## config.mk

```make
export PLATFORM = sky130hd
export DESIGN_NAME = sipo_frame_controller
export DESIGN_NICKNAME = d
export VERILOG_FILES = /design/src/rtl/sipo_frame_controller.sv
export SDC_FILE = /design/constraint.sdc
export NUM_CORES = 1
export LEC_CHECK = 0
export ABC_AREA = 1
export ABC_CLOCK_PERIOD_IN_PS = 1570
export BUFFER_PORTS_ARGS = -buffer_cell sky130_fd_sc_hd__clkbuf_2
export CAP_MARGIN = 25
export CORE_MARGIN = 8
export CORE_UTILIZATION = 40
export DETAILED_ROUTE_END_ITERATION = 16
export GPL_ROUTABILITY_DRIVEN = 0
export GPL_TIMING_DRIVEN = 0
export PLACE_DENSITY_LB_ADDON = 0.12
export SKIP_CTS_REPAIR_TIMING = 1
export SYNTH_ARGS = -nofsm -noshare
export SYNTH_HDL_FRONTEND = slang
export SYNTH_SLANG_ARGS = --single-unit
```

## constraint.sdc

```tcl
create_clock -name clk -period 1.57 [get_ports clk]
set_clock_uncertainty 0.15 [all_clocks]
set_input_delay 0.314 -clock clk [delete_from_list [all_inputs] [get_ports clk]]
set_output_delay 0.314 -clock clk [all_outputs]
set_load 0.02 [all_outputs]
```

## src/rtl/sipo_frame_controller.sv

```systemverilog
// Serial-in parallel-out frame receiver: start bit, WIDTH data bits MSB first,
// valid/ready handoff with sticky overrun. Define SIPO_FRAME_PARITY_EN to add an even-parity bit.
module sipo_frame_controller #(
  parameter int WIDTH = 4
) (
  input  logic             clk,
  input  logic             reset,
  input  logic             d,
  input  logic             ready,
  output logic [WIDTH-1:0] q,
  output logic [WIDTH-1:0] data,
  output logic             valid,
  output logic             busy,
  output logic             overrun,
  output logic             parity_err
);

  localparam int CNT_W = $clog2(WIDTH) + 1;
  localparam logic [CNT_W-1:0] LAST = CNT_W'(WIDTH - 1);

`ifdef SIPO_FRAME_PARITY_EN
  typedef enum logic [1:0] {IDLE, SHIFT, PAR} state_t;
`else
  typedef enum logic [1:0] {IDLE, SHIFT} state_t;
`endif

  state_t           state;
  logic [CNT_W-1:0] cnt;
  logic [WIDTH-1:0] shifted;
  logic             cap;
  logic [WIDTH-1:0] cap_word;
`ifdef SIPO_FRAME_PARITY_EN
  logic             cap_perr;
  logic             perr_r;
`endif

  assign shifted = {q[WIDTH-2:0], d};

  // Capture decode: the edge that completes a frame delivers a word
  always_comb begin
    cap      = 1'b0;
    cap_word = shifted;
`ifdef SIPO_FRAME_PARITY_EN
    cap_perr = 1'b0;
    if (state == PAR) begin
      cap      = 1'b1;
      cap_word = q;
      cap_perr = ^q ^ d;
    end
`else
    if (state == SHIFT && cnt == LAST) cap = 1'b1;
`endif
  end

  always_ff @(posedge clk or posedge reset) begin
    if (reset) begin
      state   <= IDLE;
      cnt     <= '0;
      q       <= '0;
      data    <= '0;
      valid   <= 1'b0;
      busy    <= 1'b0;
      overrun <= 1'b0;
`ifdef SIPO_FRAME_PARITY_EN
      perr_r  <= 1'b0;
`endif
    end else begin
      case (state)
        IDLE: begin
          if (d) begin
            state <= SHIFT;
            cnt   <= '0;
            busy  <= 1'b1;
          end
        end
        SHIFT: begin
          q   <= shifted;
          cnt <= cnt + 1'b1;
          if (cnt == LAST) begin
`ifdef SIPO_FRAME_PARITY_EN
            state <= PAR;
`else
            state <= IDLE;
            busy  <= 1'b0;
`endif
          end
        end
`ifdef SIPO_FRAME_PARITY_EN
        PAR: begin
          state <= IDLE;
          busy  <= 1'b0;
        end
`endif
        default: begin
          state <= IDLE;
          busy  <= 1'b0;
        end
      endcase

      // A held, unconsumed word wins over a new one; the new one is dropped
      if (cap) begin
        if (valid && !ready) begin
          overrun <= 1'b1;
        end else begin
          data   <= cap_word;
          valid  <= 1'b1;
`ifdef SIPO_FRAME_PARITY_EN
          perr_r <= cap_perr;
`endif
        end
      end else if (valid && ready) begin
        valid <= 1'b0;
      end
    end
  end

`ifdef SIPO_FRAME_PARITY_EN
  assign parity_err = perr_r;
`else
  assign parity_err = 1'b0;
`endif

endmodule

```

[After elaboration in Yosys (flattened, before gate mapping)]
Index checks and enable logic that the tools add are counted.
Word-level totals
  register bits: 16
  input port bits: 4
  output and inout port bits: 12
  word-level logic and storage cells: 38
Operators by class
  $add $sub $neg: 1
  equal/unequal tests: 5
  muxes and demuxes: 12
  bitwise logic cells: 1
  reductions and logical operators: 12
Operators with widths (count)
  $reduce_and 2->1: 5
  $mux 1: 6
  $pmux 3 s2: 1
  $mux 2: 2
  $ne 2x2->1 const B: 2
  $pmux 2 s2: 1
  $reduce_bool 2->1: 2
  $add 3x1->3 const B: 1
  $eq 3x2->1 const B: 1
  $logic_and 1x1->1: 3
  $mux 3: 1
  $eq 2x1->1 const B: 1
  $logic_not 2->1: 1
  $ne 2x1->1 const B: 1
  $pmux 1 s2: 1
  $logic_not 1->1: 1
  $not 1->1: 1

[Longest topological paths before layout]
  depth in word-level cells: 5
  gate-level depth with buffers: 7

[Worst setup path after synthesis]
Ideal clock, no wire load.
  path type: register -> register
  start: register cnt[0]
  end: register data[0]
  data arrival time: 1.000 ns
  data required time: 1.303 ns
  setup slack: 0.303 ns
  stages on the path, launching flop included: 7
  buffers on the path: 0
  clock period less this slack: 1.267 ns
  path through: dfrtp_1 > ha_1 > ha_1 > nand2_4 > inv_6 > nand3_1 > nand2_1
Between the ends
  longest elaborated chain between the ends: 4
Ends and longest elaborated chain
  from (decl): line 28  | logic [CNT_W-1:0] cnt;
  from (signal assigned): line 78  | cnt <= cnt + 1'b1;
  $eq 3x2->1: line 51  | if (state == SHIFT && cnt == LAST) cap = 1'b1;
  $logic_and 1x1->1: line 51
  $mux 1: line 51
  $reduce_and 2->1 (no line)
  to (signal assigned): line 105  | data <= cap_word;
  to (decl): line 11  | output logic [WIDTH-1:0] data,
No other way between the ends.
A chain may end at the register's enable or synchronous reset.

[Final worst setup path]
  start: register q[0]
  end: output q[0]
RTL lines
  from (decl): line 10  | output logic [WIDTH-1:0] q,
  from (signal assigned): line 77  | q <= shifted;
No word-level cell between the ends.

==> flow_summary.toml <==
[global_route]
grt_pass1_wl_um = 1656
grt_start_max_net_pins = 15
antenna_found_initial = 0
grt_pass1_vias = 387
grt_usage_pct = 7.980
gr-total-overflow = 0

[detailed_routing]
drt-initial-drc-count = 3
drt-met1-wl_um = 449
viasPerCell = 4.396
drc = 0
num_vias = 422
routed_wl_um = 995
drt-pass1-iter-count = 4
postRouteAntennaNets = 0
wire_per_inst_um = 10.36
wl_met2_um = 409
met3_length_um = 98
top_layer = "met4"

[final_layout]
layout-drive-gt1-share_pct = 30.00
multi_input_comb_area_um2 = 195.2
diodes = 0
final_cell_area_um2 = 728.2
syn2layout_area_growth_pct = 23.04
seqCellArea_um2 = 350.3
fillers = 147
fin_util_pct = 50.09
fin_nets = 87

[worst_setup_path]
crit_type = "reg -> out"
slowest_delay_ns = 0.40
reg2reg_depth = 7
reg2reg_from = "cnt[0]$_DFFE_PP0P_"
endpoint = "q[0]"
setup.worst_path.start = "q[0]$_DFFE_PP0P_"
cp_max_fo = 4
cp.depth = 1
cp-start-kind = "flop"
arrival_ns = 0.87
path_delay_family = "flip-flops"
end_kind = "output port"
r2r_end = "data[0]$_DFFE_PP0P_"
regToRegSetupSlack_ns = 0.25
critPathSlowestCell = "dfrtp_1"
path_cells = "clkbuf_2"
cp.required_ns = 1.11
path_buf_inv = 1

[power]
powerDensity_nw_per_um2 = 2166
p_sw_share_pct = 41.81
ir_worst_vdd_uv = 838.4
p_sw_uw = 659.5
p_int_uw = 918.0
power_leakage_nw = 0.4096
pwr-share-seq_pct = 39.9
clkPwrFrac_pct = 16.3
power_frac_comb_pct = 43.8

[yosys]
ys_async_sr_fraction_pct = 100.0
yosys_warnings = 0
yosysMostFrequentCell = "nand2_1"
synth-xor-area-share_pct = 0
syn_area_per_cell_um2 = 9.702
syn_nets = 67
synth_ff_type = "dfrtp_1"
synth_simple_gate_area_share_pct = 23.47
synthTopCellsByCount = "nand2_1 (23), dfrtp_1 (14), inv_1 (5), nand3_1 (4), o21ai_0 (4)"
yosys-top-cells-area = "dfrtp_1 (59%), nand2_1 (15%), ha_1 (4.2%)"
yosysTopAreaCellShare_pct = 59.20
muxShareOfSynthArea_pct = 0
synth_cells = 61
synth_top_family_by_area = "simple AND/OR/NAND/NOR gates"
synth-adder-area-share_pct = 4.228
synthesis.area_um2 = 591.8
synth_edf_count = 0
synth-compound-area-share_pct = 4.651
ys_seq_area_share_pct = 59.20
ys_ff_latch = 14
synth.distinct_cells = 14
yosysTopAreaCell = "dfrtp_1"

[place]
hpwl_um = 781
port_buffers = 14
place_ws_ns = 0.2532
dpl_cell_area_um2 = 681.9

[sta]
fmax_mhz = 750.9
min_period_ns = 1.332
slew_headroom_pct = 65.37
setup_ws_ns = 0.2382
finalCritPeriodShare_pct = 84.83
slew_violations = 0
setup_violations = 0
hold_viol = 0
fin_setup_tns_ns = 0
tightest_slew_ns = 0.5189
rsz0062_at_grt = "no"

[status]
outcome = "complete, no violations"

[floorplan]
dieArea_um2 = 2966
fp.dieW_um = 54.47
core_area_um2 = 1454
initial_core_util_pct = 40.71
die_h_um = 54.47
rows = 14
io-pin-count = 16

[cts]
numCtsBuffers = 3
clock_sinks = 14
clk_latency_ns = 0.28
clkTransAtPathRegs_ns = 0.08
clockBufferDepth = 2
cts_tree = "done"
cts_root_buf = "clkbuf_4"
cts_max_level = 1

[flow_run]
drv_cap = 0

[hold_path]
hold_class = "in -> reg"
[sequential cells by signal (all words and copies together), names as in the netlist]
signal	count
data	4
q	4
cnt	3
busy	1
overrun	1
valid	1
[layer usage]
metal	vias up	track usage, %
li1	222	-
met1	185	9.250
met2	11	11.07
met3	4	2.989
met4	0	7.377
met5	-	0
[worst min path at each step]
| stage | slack [ns] | endpoint | start | cells past startpoint |
|---|---|---|---|---|
| 2_1_floorplan | 0.05 | busy$_DFFE_PP0P_ | reset | 1 |
| 3_3_place_gp | 0.21 | overrun$_DFFE_PP0P_ | reset | 2 |
| 3_5_place_dp | 0.21 | overrun$_DFFE_PP0P_ | reset | 2 |
| 4_1_cts | -0.09 | overrun$_DFFE_PP0P_ | reset | 2 |
| 5_1_grt | 0.15 | q[0]$_DFFE_PP0P_ | d | 3 |
| 6_report | 0.13 | q[0]$_DFFE_PP0P_ | d | 3 |
[kinds of logic after synthesis]
kind of cell,Yosys count
AO/OA/AOI/OAI,5
adder cells (fa/ha/maj),2
buffers and inverters,8
flip-flops,14
other,1
AND/OR/NAND/NOR,31
[final cells by class]
class / count / share of cell area [%]
sequential: 14 / 48.11
multi-input combinational: 39 / 26.80
timing repair buffer: 15 / 11.00
clock buffer: 4 / 4.983
inverter: 6 / 3.780
tap: 16 / 2.749
buffer: 2 / 2.577
[metrics by stage]
stage,hold WS [ns],instances,total power [mW]
6_report,0.1325,96,1.577
2_1_floorplan,0.05322,61,1.135
5_1_grt,0.1481,96,1.711
4_1_cts,-0.09256,95,1.605
3_3_place_gp,0.2117,91,1.338
3_5_place_dp,0.2125,91,1.346
[power groups by stage]
stage	combinational, mW	clock, mW	sequential (mW)
global route	0.780	0.278	0.653
global placement	0.703	0	0.635
detailed placement	0.707	0	0.639
finish	0.690	0.258	0.629
floorplan	0.344	0	0.791
CTS	0.709	0.264	0.632
[cells in the final DEF, fill, tap and decap left out]
master,netlist,layout
nand2_1,23,23
conb_1,1,1
dlygate4sd3_1,0,1
ha_1,2,2
nor2_2,1,1
clkbuf_8,0,1
nor2_1,1,1
buf_4,1,1
clkbuf_4,0,3
inv_1,5,5
nand3_1,4,4
dfrtp_1,14,14
nand2_4,2,2
clkbuf_2,0,14
o21bai_1,1,1
inv_6,1,1
o21ai_0,4,4
buf_6,1,1
Power figures use the tool's default switching activity.
